**src/rtl/sram_init_pkg.sv**
```systemverilog
// Shared types and constants for the SRAM initiator: FSM states, SRAM
// command encodings, default widths and the saturating counter helper.
package sram_init_pkg;

    typedef enum logic [1:0] {
        IDLE  = 2'd0,
        WRITE = 2'd1,
        READ  = 2'd2,
        DONE  = 2'd3
    } state_t;

    localparam logic MEM_WRITE = 1'b1;
    localparam logic MEM_READ  = 1'b0;

    localparam int DEF_ADDR_W = 4;
    localparam int DEF_DATA_W = 32;
    localparam int DEF_LEN_W  = 4;
    localparam int STATS_W    = 16;

    function automatic logic [STATS_W-1:0] sat_inc(input logic [STATS_W-1:0] v);
        return (v == '1) ? v : v + STATS_W'(1);
    endfunction

endpackage

```
**src/rtl/sram_init_addr_gen.sv**
```systemverilog
// Loadable wrapping address counter with a beat down-counter; last flags
// that the beat currently addressed is the final one of the burst.
module sram_init_addr_gen
    import sram_init_pkg::*;
#(
    parameter int ADDR_W = DEF_ADDR_W,
    parameter int LEN_W  = DEF_LEN_W
) (
    input  logic              Clk,
    input  logic              Rst,
    input  logic              load,
    input  logic [ADDR_W-1:0] load_addr,
    input  logic [LEN_W-1:0]  load_len,
    input  logic              step,
    output logic [ADDR_W-1:0] cur_addr,
    output logic              last
);

    logic [LEN_W-1:0] beats_left;

    // Address wraps naturally at 2^ADDR_W; beats_left holds remaining beats minus one.
    always_ff @(posedge Clk) begin
        if (Rst) begin
            cur_addr   <= '0;
            beats_left <= '0;
        end else if (load) begin
            cur_addr   <= load_addr;
            beats_left <= load_len;
        end else if (step) begin
            cur_addr   <= cur_addr + ADDR_W'(1);
            beats_left <= beats_left - LEN_W'(1);
        end
    end

    assign last = (beats_left == '0);

endmodule

```
**src/rtl/sram_initiator.sv**
```systemverilog
// Valid/ready burst initiator for a 1-cycle-latency synchronous SRAM.
// Optional burst statistics outputs are enabled with SRAM_INIT_STATS_EN.
module sram_initiator
    import sram_init_pkg::*;
#(
    parameter int ADDR_W = DEF_ADDR_W,
    parameter int DATA_W = DEF_DATA_W,
    parameter int LEN_W  = DEF_LEN_W
) (
    input  logic              Clk,
    input  logic              Rst,
    input  logic              Req_Valid,
    output logic              Req_Ready,
    input  logic              Req_RW,
    input  logic [ADDR_W-1:0] Req_Addr,
    input  logic [LEN_W-1:0]  Req_Len,
    input  logic              Wr_Valid,
    output logic              Wr_Ready,
    input  logic [DATA_W-1:0] Wr_Data,
    output logic              Rd_Valid,
    output logic [DATA_W-1:0] Rd_Data,
    output logic              Done,
    output logic              Mem_En,
    output logic              Mem_RW,
    output logic [ADDR_W-1:0] Mem_Addr,
    output logic [DATA_W-1:0] Mem_WData,
    input  logic [DATA_W-1:0] Mem_RData
`ifdef SRAM_INIT_STATS_EN
    ,
    output logic [STATS_W-1:0] Wr_Count,
    output logic [STATS_W-1:0] Rd_Count
`endif
);

    state_t            state, state_nx;
    logic              rd_pend, rd_pend_nx;
    logic              rw_q;
    logic              load, step, last;
    logic [ADDR_W-1:0] cur_addr;

    logic              req_ready_c, wr_ready_c, done_c, mem_en_c, mem_rw_c;
    logic [DATA_W-1:0] mem_wdata_c;

    sram_init_addr_gen #(
        .ADDR_W (ADDR_W),
        .LEN_W  (LEN_W)
    ) u_addr_gen (
        .Clk       (Clk),
        .Rst       (Rst),
        .load      (load),
        .load_addr (Req_Addr),
        .load_len  (Req_Len),
        .step      (step),
        .cur_addr  (cur_addr),
        .last      (last)
    );

    always_ff @(posedge Clk) begin
        if (Rst) begin
            state   <= IDLE;
            rd_pend <= 1'b0;
            rw_q    <= MEM_READ;
        end else begin
            state   <= state_nx;
            rd_pend <= rd_pend_nx;
            if (load) begin
                rw_q <= Req_RW;
            end
        end
    end

    always_comb begin
        state_nx    = state;
        req_ready_c = 1'b0;
        wr_ready_c  = 1'b0;
        done_c      = 1'b0;
        mem_en_c    = 1'b0;
        mem_rw_c    = MEM_READ;
        mem_wdata_c = '0;
        load        = 1'b0;
        step        = 1'b0;
        rd_pend_nx  = 1'b0;
        unique case (state)
            IDLE: begin
                req_ready_c = 1'b1;
                if (Req_Valid) begin
                    load     = 1'b1;
                    state_nx = (Req_RW == MEM_WRITE) ? WRITE : READ;
                end
            end
            WRITE: begin
                wr_ready_c = 1'b1;
                if (Wr_Valid) begin
                    mem_en_c    = 1'b1;
                    mem_rw_c    = MEM_WRITE;
                    mem_wdata_c = Wr_Data;
                    step        = 1'b1;
                    if (last) begin
                        state_nx = DONE;
                    end
                end
            end
            READ: begin
                mem_en_c   = 1'b1;
                step       = 1'b1;
                rd_pend_nx = 1'b1;
                if (last) begin
                    state_nx = DONE;
                end
            end
            DONE: begin
                done_c   = 1'b1;
                state_nx = IDLE;
            end
            default: state_nx = IDLE;
        endcase
    end

    // Reset forces every output quiet even before the state register settles.
    assign Req_Ready = req_ready_c & ~Rst;
    assign Wr_Ready  = wr_ready_c & ~Rst;
    assign Done      = done_c & ~Rst;
    assign Mem_En    = mem_en_c & ~Rst;
    assign Mem_RW    = mem_rw_c & ~Rst;
    assign Mem_Addr  = Rst ? '0 : cur_addr;
    assign Mem_WData = Rst ? '0 : mem_wdata_c;
    assign Rd_Valid  = rd_pend & ~Rst;
    assign Rd_Data   = Mem_RData;

`ifdef SRAM_INIT_STATS_EN
    always_ff @(posedge Clk) begin
        if (Rst) begin
            Wr_Count <= '0;
            Rd_Count <= '0;
        end else if (state == DONE) begin
            if (rw_q == MEM_WRITE) begin
                Wr_Count <= sat_inc(Wr_Count);
            end else begin
                Rd_Count <= sat_inc(Rd_Count);
            end
        end
    end
`endif

endmodule

```
**config.mk**
```make
export PLATFORM = sky130hd
export DESIGN_NAME = sram_initiator
export DESIGN_NICKNAME = d
export VERILOG_FILES = /design/src/rtl/sram_init_pkg.sv /design/src/rtl/sram_init_addr_gen.sv /design/src/rtl/sram_initiator.sv
export SDC_FILE = /design/constraint.sdc
export NUM_CORES = 1
export LEC_CHECK = 0
export CAP_MARGIN = 30
export CORE_UTILIZATION = 26
export CTS_CLUSTER_DIAMETER = 120
export DETAILED_ROUTE_END_ITERATION = 10
export GPL_ROUTABILITY_DRIVEN = 0
export GPL_TIMING_DRIVEN = 0
export PLACE_DENSITY = 0.81
export SLEW_MARGIN = 20
export SYNTH_ARGS = -nofsm -noshare
export SYNTH_HDL_FRONTEND = slang
export SYNTH_SLANG_ARGS = --single-unit
```
**constraint.sdc**
```tcl
create_clock -name Clk -period 2.4 [get_ports Clk]
set_input_delay 0.48 -clock Clk [delete_from_list [all_inputs] [get_ports Clk]]
set_output_delay 0.48 -clock Clk [all_outputs]
set_load 0.01 [all_outputs]
```
==> results of run 1 <==
-- power groups by stage --
stage	Sequential (mW)	Clock, mW	Combinational [mW]
final	0.305	0.192	1.01
after global routing	0.315	0.203	1.13
after CTS	0.296	0.193	0.996
after detailed placement	0.297	0	0.934
after global placement	0.293	0	0.913
after floorplan	0.283	0	0.571
-- cell usage after synthesis (all sizes together) --
master and n:
buf 35, and3 32, dfxtp 11, nor2 10, clkbuf 9, inv 9, nor2b 9, a311oi 7
ha 7, o21ai 6, nand2 4, or3 4, a21oi 3, nand4 3, mux2 2, nand3 2
nor3 2, a21o 1, a222oi 1, a31o 1, and2 1, clkinvlp 1, nand2b 1, o2111ai 1
o311ai 1, or2b 1, or3b 1
-- cell usage in the layout (no fill, tap or decap), drive strengths merged, types with 2 or more instances in the layout --
master and n:
nor2b 9, dlymetal6s2s 5, mux2 2, clkdlybuf4s15 2, a311oi 7, nand3 2, clkbuf 14, nand2 4
dlygate4sd2 24, buf 41, clkdlybuf4s50 83, o21ai 6, nor3 2, ha 7, nor2 10, dfxtp 11
or3 4, nand4 3, and3 32, a21oi 3, inv 9
-- worst min-delay path, delay by kind of cell, from the launching register on --
| kind | cells | cell delay (ns) |
|---|---|---|
| AO/OA/AOI/OAI | 2 | 0.15 |
| flip-flops | 1 | 0.32 |
-- kinds of logic (layout without fill, tap and decap cells) --
group,Yosys count,after routing,share of synthesized area [%]
mux,2,2,1.84
fa+ha+maj,7,7,7.17
simple gates,70,70,32.9
flops,11,11,18.0
compound gates,21,21,12.3
buf+inv,54,180,27.8
-- stage by stage --
stage / power, mW / cells / TNS (ns) / utilization [%] / area, um^2
3_3_place_gp: 1.21 / 334 / -16.41 / 55.3 / 2460
2_1_floorplan: 0.854 / 165 / 0 / - / 1220
3_5_place_dp: 1.23 / 334 / -17.09 / 55.3 / 2460
4_1_cts: 1.49 / 343 / 0 / 57.4 / 2550
5_1_grt: 1.64 / 343 / 0 / 57.9 / 2570
6_report: 1.51 / 343 / 0 / 57.9 / 2570
-- registers in the layout, summed over array words and instances, names as in the netlist --
| signal | count |
|---|---|
| rd_pend | 1 |
| u_addr_gen.cur_addr | 4 |
| u_addr_gen.beats_left | 4 |
| state | 2 |
-- path summary, 6_finish.rpt --
path,from,end,slack (ns)
hold reg to reg,u_addr_gen.cur_addr[3]$_SDFFE_PP0P_,u_addr_gen.cur_addr[3]$_SDFFE_PP0P_,0.51
setup reg to reg,state[0]$_SDFFE_PP0P_,state[0]$_SDFFE_PP0P_,0.48
setup / recovery,state[1]$_SDFFE_PP0P_,Mem_WData[11],0.12
hold / removal,u_addr_gen.cur_addr[3]$_SDFFE_PP0P_,u_addr_gen.cur_addr[3]$_SDFFE_PP0P_,0.51
-- routing by layer --
layer  GRT usage (%)  routed length (um)  vias to the layer above
li1                -                   -                      790
met4            5.56                  27                        0
met3            3.42                 402                        2
met1            18.8                1610                      700
met2            33.3                2290                       79
met5               0                   0                        -
-- repair_timing --
action | CTS | global route
setup buffers | 5 | 0
gates resized for setup | 45 | 20
hold endpoints to repair | 0 | 0
endpoints found under the setup margin | 38 | 22
-- final cells by class --
cell class	instances	area, um^2
fill	420	1870
timing repair buffer	122	1180
multi-input combinational	100	688
buffer	44	335
sequential	11	223
tap	52	65.1
clock buffer	3	41.3
inverter	10	38.8
clock inverter	1	5.00
==> out/summary.txt, run 1 <==
CLOCK TREE
----------------------------------------------------------------------------------
Maximum root-to-sink buffer count                                                2
Clock net sink count                                                            11
Number of buffers inserted during clock tree synthesis                           3
CTS tree                                                                      done
Worst-path clk slew                                                        0.06 ns
Cell at the root of the clock tree                                        clkbuf_8
Clock network latency to the later pin of the worst-skew pair              0.24 ns
CTS H-Tree Depth                                                                 1
CTS Hold Bufs                                                                    0

LOGIC SYNTHESIS
----------------------------------------------------------------------------------
Instance count of the mapped netlist                                           165
Cells taking the most area after synthesis                            buf_4, dfxtp_1, and3_1
Average cell area after synthesis                                        7.40 um^2
Yosys warning count                                                              0
Synth top area share                                                         20.9%
Cell type with the highest aggregate area in the netlist                     buf_4
Post-Synthesis Net Count                                                       249
Register bit total from synthesis                                               11
Share of synthesized area occupied by flip-flops and latches                 18.0%
Count of cell types in the netlist                                              28
Summed instance area of the synthesized netlist                          1220 um^2

PLACEMENT
----------------------------------------------------------------------------------
Worst slack, placed                                                      -0.552 ns
Port buffer count                                                              117
HPWL Detailed                                                              3.36 mm

WORST SETUP PATH
----------------------------------------------------------------------------------
Length in cells of the worst reg-to-reg path                                     5
Crit path buf inv count                                                          5
Number of gates on the worst path with buffers counted                           8
Largest incremental delay on the critical path                             0.33 ns
Required time of the critical path                                         1.92 ns
Critical path start-end classification                                     reg2out
Crit start category                                                           flop
Largest delay share family, worst path                                buffers and inverters
Worst EP arrival                                                           1.80 ns
Cell with the largest stage delay on the worst path                        dfxtp_2
Critical path's most frequent cell                                           buf_4
CP Cell Sequence                                                      inv_2, ha_4, nor2b_4, buf_4, clkbuf_8, buf_4, and3_1, clkdlybuf4s15_1
Peak fanout along the critical path                                              6
Critical Path Sink Type                                               primary output

TIMING
----------------------------------------------------------------------------------
Unrepaired setup endpoints after global routing                              false
Worst setup slack after layout                                            0.121 ns
Number of failing setup endpoints in the final timing report                     0
Number of pins with negative max-slew slack in the final report                  0
Final Hold Violating Endpoints                                                   0
Final setup skew                                                        0.00491 ns
Hold Worst Slack                                                          0.511 ns
Worst max-slew margin expressed relative to the limit                        68.8%
Final period utilization                                                     94.9%
Worst slew pin tran                                                       0.468 ns
Maximum clock frequency                                                    439 MHz
Time the final worst path needs with I/O delays and setup                  2.28 ns

OUTCOME
----------------------------------------------------------------------------------
Outcome                                                               complete, but fails checks
Violated checks                                                                DRC

DRT
----------------------------------------------------------------------------------
Via total after detailed routing                                              1571
First-pass DRT Iterations                                                        7
DRC violations left                                                             22
Detailed-route wire length                                                 4.33 mm
Routed length per placed instance                                          12.6 um
Final ANT Viol Nets                                                              0
DR vias/cell                                                                  4.58
Violation count after the first detailed-routing iteration                      75

PWR
----------------------------------------------------------------------------------
Cell area power density                                                587 nW/um^2
Clock network fraction of design power                                       12.7%
Fraction of power spent switching nets                                       40.7%
Portion of total power attributed to combinational logic                     67.1%
P_int                                                                     0.895 mW
Sw Pwr                                                                    0.615 mW
Proportion of power drawn by flip-flops and latches                          20.2%
Peak VDD IR                                                                 247 uV
Leak                                                                       1.38 nW

FLOORPLANNING
----------------------------------------------------------------------------------
IO Pins                                                                        151
Initial cell density of the core                                             27.5%
Floorplan die width                                                        70.5 um
Die Footprint                                                            4980 um^2
Chip Height                                                                70.5 um
Std cell rows                                                                   24
Core Box Area                                                            4440 um^2

FINISH
----------------------------------------------------------------------------------
Share of final-layout standard cells stronger than drive strength 1          21.3%
Area growth syn-to-layout                                                     111%
Final net count                                                                376
Antenna diodes                                                                   0

GLOBAL ROUTE
----------------------------------------------------------------------------------
Initial antenna violation count                                                  0
Combined global-route utilization of all metal layers                        17.2%
Wire length of the first global-routing pass                               7.07 mm
Vias in the first global route                                                1592
Remaining Overflow, GRT                                                          0
Pin count of the biggest net entering global routing                            11

WORST HOLD PATH
----------------------------------------------------------------------------------
Cell count of the worst hold path                                                2
Type of the tightest min-delay check                                       reg2reg

FLOW RUN
----------------------------------------------------------------------------------
Max cap viols                                                                    0

Note: power is estimated with default switching activity, not from simulation.
==> inputs of run 2 (changes only) <==
Settings changed: MAX_ROUTING_LAYER from default to met4.
==> out/summary.txt, run 2 (synthesis results as in run 1) <==
DRT
----------------------------------------------------------------------------------
DR vias/cell                                                                  4.58   unchanged
Violation count after the first detailed-routing iteration                      75   unchanged
First-pass DRT Iterations                                                        7   unchanged
Final ANT Viol Nets                                                              0   unchanged
Routed length per placed instance                                          12.6 um   unchanged
Detailed-route wire length                                                 4.33 mm   unchanged
Via total after detailed routing                                              1571   unchanged
DRC violations left                                                             22   unchanged

WORST SETUP PATH
----------------------------------------------------------------------------------
Required time of the critical path                                         1.92 ns   about the same
Peak fanout along the critical path                                              6   unchanged
Worst setup startpoint                                                state[1]$_SDFFE_PP0P_   unchanged
Critical Path Sink Type                                               primary output   unchanged
Crit path to                                                          Mem_WData[11]   unchanged
Worst reg-to-reg setup slack                                               0.48 ns   about the same
Critical path start-end classification                                     reg2out   unchanged
Crit Reg-Reg Startpoint                                               state[0]$_SDFFE_PP0P_   unchanged
Worst EP arrival                                                           1.80 ns   about the same
Crit start category                                                           flop   unchanged
Length in cells of the worst reg-to-reg path                                     5   unchanged
RR Endpoint                                                           state[0]$_SDFFE_PP0P_   unchanged

GLOBAL ROUTE
----------------------------------------------------------------------------------
Vias in the first global route                                                1593   was 1592
Combined global-route utilization of all metal layers                        17.8%   was 17.2%
Initial antenna violation count                                                  0   unchanged
Pin count of the biggest net entering global routing                            11   unchanged
Wire length of the first global-routing pass                               7.07 mm   unchanged
Remaining Overflow, GRT                                                          0   unchanged

TIMING
----------------------------------------------------------------------------------
Maximum clock frequency                                                    439 MHz   about the same
Number of pins with negative max-slew slack in the final report                  0   unchanged
Final period utilization                                                     94.9%   about the same
Worst slew pin tran                                                       0.468 ns   unchanged
Time the final worst path needs with I/O delays and setup                  2.28 ns   about the same
Final setup skew                                                        0.00491 ns   about the same
Worst max-slew margin expressed relative to the limit                        68.8%   unchanged
Unrepaired setup endpoints after global routing                              false   unchanged
Number of failing setup endpoints in the final timing report                     0   unchanged
Final Hold Violating Endpoints                                                   0   unchanged
Sum Neg Setup Slack                                                           0 ns   unchanged

FINISH
----------------------------------------------------------------------------------
Footprint of the flip-flops and latches                                   223 um^2   unchanged
Area of the multi-input gates                                             688 um^2   unchanged
Final net count                                                                376   unchanged
Largest registers in the final layout                                 u_addr_gen.beats_left: 4 flops, u_addr_gen.cur_addr: 4 flops, state: 2 flops   unchanged
Antenna diodes                                                                   0   unchanged
Area growth syn-to-layout                                                     111%   unchanged
Total of fill cells in the finished design                                     420   unchanged
Most common cell after layout, fill and taps aside                    clkdlybuf4s50_1   unchanged
Commonest cells after routing, fill and taps aside                    clkdlybuf4s50_1, buf_4, and3_1   unchanged
Share of final-layout standard cells stronger than drive strength 1          21.3%   unchanged

FLOW RUN
----------------------------------------------------------------------------------
Max cap viols                                                                    0   unchanged

FLOORPLANNING
----------------------------------------------------------------------------------
Floorplan die width                                                        70.5 um   unchanged
Core Box Area                                                            4440 um^2   unchanged
Chip Height                                                                70.5 um   unchanged
IO Pins                                                                        151   unchanged
Initial cell density of the core                                             27.5%   unchanged
Die Footprint                                                            4980 um^2   unchanged
Std cell rows                                                                   24   unchanged

PWR
----------------------------------------------------------------------------------
P_int                                                                     0.895 mW   unchanged
Sw Pwr                                                                    0.615 mW   about the same
Cell area power density                                                587 nW/um^2   about the same
Portion of total power attributed to combinational logic                     67.1%   about the same
Fraction of power spent switching nets                                       40.7%   about the same
Overall power consumption                                                  1.51 mW   about the same
Peak VDD IR                                                                 247 uV   about the same
Proportion of power drawn by flip-flops and latches                          20.2%   about the same
Clock network fraction of design power                                       12.7%   about the same
Leak                                                                       1.38 nW   unchanged

CLOCK TREE
----------------------------------------------------------------------------------
CTS Hold Bufs                                                                    0   unchanged
Number of buffers inserted during clock tree synthesis                           3   unchanged
CTS H-Tree Depth                                                                 1   unchanged
Maximum root-to-sink buffer count                                                2   unchanged
Clock network latency to the later pin of the worst-skew pair              0.24 ns   about the same
CTS tree                                                                      done   unchanged
Worst-path clk slew                                                        0.06 ns   about the same
Cell at the root of the clock tree                                        clkbuf_8   unchanged
Clock net sink count                                                            11   unchanged

OUTCOME
----------------------------------------------------------------------------------
Outcome                                                               complete, but fails checks   unchanged
Violated checks                                                                DRC   unchanged

PLACEMENT
----------------------------------------------------------------------------------
Port buffer count                                                              117   unchanged
HPWL Detailed                                                              3.36 mm   unchanged

WORST HOLD PATH
----------------------------------------------------------------------------------
Type of the tightest min-delay check                                       reg2reg   unchanged

==> run 2: cell counts in the layout (fill, tap and decap cells not counted) <==
No cell type changed its count.
==> run 2: area by class of cell <==
class	instances	share of cell area, %
inverter	10	1.51
clock buffer	3	1.61
timing repair buffer	122	45.7
sequential	11	8.66
clock inverter	1	0.195
tap	52	2.53
multi-input combinational	100	26.8
buffer	44	13.0
==> run 2: worst max-delay path, stage by stage, from the launching register on <==
cell,delay (ns)
dfxtp_2,0.33
inv_2,0.10
ha_4,0.16
nor2b_4,0.21
buf_4,0.14
clkbuf_8,0.12
buf_4,0.11
and3_1,0.15
clkdlybuf4s15_1,0.24
==> run 2: timing repair <==
action | in CTS | in global routing
gates cloned | 0 | 0
buffers inserted | 5 | 0
gates resized for setup | 45 | 20
endpoints found under the setup margin | 38 | 22
==> run 2: how the worst min path moves through the flow <==
| stage | startpoint | end | slack (ns) | cells after the start |
|---|---|---|---|---|
| global placement | u_addr_gen.cur_addr[3]$_SDFFE_PP0P_ | u_addr_gen.cur_addr[3]$_SDFFE_PP0P_ | 0.49 | 2 |
| CTS | u_addr_gen.cur_addr[3]$_SDFFE_PP0P_ | u_addr_gen.cur_addr[3]$_SDFFE_PP0P_ | 0.51 | 2 |
| global route | u_addr_gen.cur_addr[3]$_SDFFE_PP0P_ | u_addr_gen.cur_addr[3]$_SDFFE_PP0P_ | 0.56 | 2 |
| detailed placement | u_addr_gen.cur_addr[3]$_SDFFE_PP0P_ | u_addr_gen.cur_addr[3]$_SDFFE_PP0P_ | 0.50 | 2 |
| floorplan | u_addr_gen.cur_addr[3]$_SDFFE_PP0P_ | u_addr_gen.cur_addr[3]$_SDFFE_PP0P_ | 0.48 | 2 |
| finish | u_addr_gen.cur_addr[3]$_SDFFE_PP0P_ | u_addr_gen.cur_addr[3]$_SDFFE_PP0P_ | 0.51 | 2 |
==> run 2: stage by stage <==
stage	cells	setup WS (ns)	cell area (um^2)	hold slack, ns	utilization (%)
global placement	334	-0.527	2460	0.492	55.3
floorplan	165	0.517	1220	0.479	-
detailed placement	334	-0.552	2460	0.503	55.3
finish	343	0.121	2570	0.511	57.9
global route	343	0.00523	2570	0.559	57.9
CTS	343	0.0108	2550	0.511	57.4
==> run 2: power groups by stage <==
| stage | logic, mW | clock network (mW) | registers, mW |
|---|---|---|---|
| floorplan | 0.571 | 0 | 0.283 |
| global placement | 0.913 | 0 | 0.293 |
| detailed placement | 0.934 | 0 | 0.297 |
| CTS | 0.996 | 0.193 | 0.296 |
| global route | 1.13 | 0.203 | 0.315 |
| finish | 1.01 | 0.192 | 0.305 |
==> run 2: per-layer routing <==
layer / global-route usage (%) / vias up / part of all wire, %
met5: - / - / 0
met4: 5.56 / 0 / 0.62
met3: 3.28 / 2 / 9.1
met2: 33.3 / 79 / 53
met1: 18.9 / 700 / 37
li1: - / 790 / -
==> inputs of run 3 (changes only) <==
Settings changed: CORE_UTILIZATION 26 to 27, CTS_BUF_LIST from default to sky130_fd_sc_hd__clkbuf_2 sky130_fd_sc_hd__clkbuf_4 sky130_fd_sc_hd__clkbuf_8, PLACE_DENSITY 0.81 to 0.94.
==> out/summary.txt, run 3 (synthesis results as in run 1) <==
TIMING
----------------------------------------------------------------------------------
Hold Worst Slack                                                          0.518 ns   was 0.511 ns
Number of failing setup endpoints in the final timing report                     0   unchanged
Unrepaired setup endpoints after global routing                               true   was false
Worst slew pin tran                                                       0.444 ns   was 0.468 ns
Number of pins with negative max-slew slack in the final report                  0   unchanged
Final Hold Violating Endpoints                                                   0   unchanged
Final period utilization                                                     99.4%   was 94.9%
Maximum clock frequency                                                    419 MHz   was 439 MHz
Time the final worst path needs with I/O delays and setup                  2.38 ns   was 2.28 ns
Sum Neg Setup Slack                                                           0 ns   unchanged
Final setup skew                                                        0.00333 ns   was 0.00491 ns
Worst setup slack after layout                                           0.0150 ns   was 0.121 ns
Worst max-slew margin expressed relative to the limit                        70.4%   was 68.8%

DRT
----------------------------------------------------------------------------------
Final ANT Viol Nets                                                              0   unchanged
Violation count after the first detailed-routing iteration                      60   was 75
DRC violations left                                                              0   was 22
DR vias/cell                                                                  4.61   was 4.58
Detailed-route wire length                                                 4.41 mm   was 4.33 mm
First-pass DRT Iterations                                                        4   was 7
Via total after detailed routing                                              1563   was 1571
Routed length per placed instance                                          13.0 um   was 12.6 um

GLOBAL ROUTE
----------------------------------------------------------------------------------
Vias in the first global route                                                1464   was 1593
Combined global-route utilization of all metal layers                        18.1%   was 17.8%
GR met2 Demand/Resource                                                      31.9%   was 33.3%
Met3 demand-to-capacity share in global routing                              3.20%   was 3.28%
Grt peak-use layer                                                            met2   unchanged
Remaining Overflow, GRT                                                          0   unchanged
Pin count of the biggest net entering global routing                            11   unchanged
Wire length of the first global-routing pass                               6.97 mm   was 7.07 mm
Met1 layer usage reported by global route                                    19.9%   was 18.9%
Initial antenna violation count                                                  0   unchanged

FLOORPLANNING
----------------------------------------------------------------------------------
Std cell rows                                                                   24   unchanged
Initial cell density of the core                                             28.0%   was 27.5%
IO Pins                                                                        151   unchanged
Floorplan die width                                                        69.3 um   was 70.5 um
Die Footprint                                                            4800 um^2   was 4980 um^2
Core Box Area                                                            4350 um^2   was 4440 um^2
Chip Height                                                                69.3 um   was 70.5 um

OUTCOME
----------------------------------------------------------------------------------
Outcome                                                                  completed   was complete, but fails checks

CLOCK TREE
----------------------------------------------------------------------------------
Cell at the root of the clock tree                                        clkbuf_8   unchanged
CTS tree                                                                      done   unchanged
Clock net sink count                                                            11   unchanged
Number of buffers inserted during clock tree synthesis                           3   unchanged
Clock network latency to the later pin of the worst-skew pair              0.25 ns   was 0.24 ns
CTS Hold Bufs                                                                    0   unchanged
Worst-path clk slew                                                        0.06 ns   about the same
CTS H-Tree Depth                                                                 1   unchanged
Maximum root-to-sink buffer count                                                2   unchanged

WORST SETUP PATH
----------------------------------------------------------------------------------
CP Cell Sequence                                                      inv_2, ha_4, nor2b_4, buf_4, and3_1, clkdlybuf4s50_1   was inv_2, ha_4, nor2b_4, buf_4, clkbuf_8, buf_4, and3_1, clkdlybuf4s15_1
Worst EP arrival                                                           1.90 ns   was 1.80 ns
Number of gates on the worst path with buffers counted                           6   was 8
Critical Path Sink Type                                               primary output   unchanged
Largest delay share family, worst path                                buffers and inverters   unchanged
Crit path buf inv count                                                          3   was 5
Length in cells of the worst reg-to-reg path                                     5   unchanged
Crit start category                                                           flop   unchanged
Peak fanout along the critical path                                             10   was 6
Critical path start-end classification                                     reg2out   unchanged
Cell with the largest stage delay on the worst path                   clkdlybuf4s50_1   was dfxtp_2
Required time of the critical path                                         1.92 ns   about the same
Largest incremental delay on the critical path                             0.54 ns   was 0.33 ns

FINISH
----------------------------------------------------------------------------------
Final non-filler cell area                                               2570 um^2   about the same
Antenna diodes                                                                   0   unchanged
Share of final-layout standard cells stronger than drive strength 1          18.1%   was 21.3%
Largest registers in the final layout                                 u_addr_gen.beats_left: 4 flops, u_addr_gen.cur_addr: 4 flops, state: 2 flops   unchanged
Most common cell after layout, fill and taps aside                    clkdlybuf4s50_1   unchanged
Final net count                                                                372   was 376
Area growth syn-to-layout                                                     110%   was 111%
Commonest cells after routing, fill and taps aside                    clkdlybuf4s50_1, buf_4, and3_1   unchanged

PLACEMENT
----------------------------------------------------------------------------------
Placement Cell Area                                                      2460 um^2   unchanged
HPWL Detailed                                                              3.56 mm   was 3.36 mm
Port buffer count                                                              117   unchanged
Worst slack, placed                                                      -0.602 ns   was -0.552 ns

PWR
----------------------------------------------------------------------------------
P_int                                                                     0.881 mW   was 0.895 mW
Fraction of power spent switching nets                                       40.8%   was 40.7%
Proportion of power drawn by flip-flops and latches                          20.1%   was 20.2%
Clock network fraction of design power                                       13.0%   was 12.7%
Overall power consumption                                                  1.49 mW   was 1.51 mW
Sw Pwr                                                                    0.607 mW   was 0.615 mW
Leak                                                                       1.35 nW   was 1.38 nW
Peak VDD IR                                                                 357 uV   was 247 uV
Portion of total power attributed to combinational logic                     66.8%   was 67.1%
Cell area power density                                                579 nW/um^2   was 587 nW/um^2

WORST HOLD PATH
----------------------------------------------------------------------------------
Cell count of the worst hold path                                                2   unchanged
Type of the tightest min-delay check                                       reg2reg   unchanged

FLOW RUN
----------------------------------------------------------------------------------
Max cap viols                                                                    0   unchanged

run 3: changes by cell type in the layout (fill, tap and decap cells not counted), sizes merged:
cell	before	now
clkbuf	14	10
clkdlybuf4s15	2	0
dlymetal6s2s	5	9
buf	41	38
dlygate4sd2	24	8
clkdlybuf4s50	83	100
run 3: per-stage QoR:
step | cells | util, %
detailed placement | 334 | 56.4
global route | 339 | 59.0
floorplan | 165 | -
CTS | 339 | 58.4
global placement | 334 | 56.4
finish | 339 | 59.0
run 3: tightest hold or removal path, cell delays in order (launching register included):
cell and delay, ns:
dfxtp_1 0.32, o21ai_0 0.07, a311oi_1 0.08
run 3: area by class of cell:
type | count | area (um^2)
fillers | 399 | 1780
repair buffers | 118 | 1190
multi-input cells | 100 | 686
flip-flops and latches | 11 | 221
well taps | 52 | 65.1
clock inverters | 1 | 5.00
plain buffers | 44 | 322
inverters | 10 | 38.8
clock buffers | 3 | 41.3
run 3: layer usage:
layer / routed length [um] / vias up / part of all wire (%)
met2: 2250 / 79 / 51
met5: 0 / - / 0
met3: 294 / 7 / 6.7
li1: - / 784 / -
met4: 78 / 0 / 1.8
met1: 1790 / 693 / 41
run 3: power groups by stage:
stage / logic (mW) / clock network [mW] / registers [mW]
after floorplan: 0.571 / 0 / 0.283
after global placement: 0.912 / 0 / 0.292
after detailed placement: 0.943 / 0 / 0.294
after CTS: 0.987 / 0.195 / 0.297
after global routing: 1.09 / 0.202 / 0.308
final: 0.994 / 0.194 / 0.299
run 3: repair_timing:
item | 4_1_cts | 5_1_grt
setup endpoints to repair | 38 | 27
hold endpoints to repair | 0 | 0
pin swaps | 0 | 0
gates resized for setup | 22 | 13
setup buffers | 1 | 0
run 3: path summary, 6_finish.rpt:
path                                             from                             endpoint  slack [ns]
setup reg to reg                state[0]$_SDFFE_PP0P_                state[1]$_SDFFE_PP0P_        0.52
hold reg to reg   u_addr_gen.cur_addr[3]$_SDFFE_PP0P_  u_addr_gen.cur_addr[3]$_SDFFE_PP0P_        0.52
hold / removal    u_addr_gen.cur_addr[3]$_SDFFE_PP0P_  u_addr_gen.cur_addr[3]$_SDFFE_PP0P_        0.52
setup / recovery                state[1]$_SDFFE_PP0P_                        Mem_WData[15]        0.02
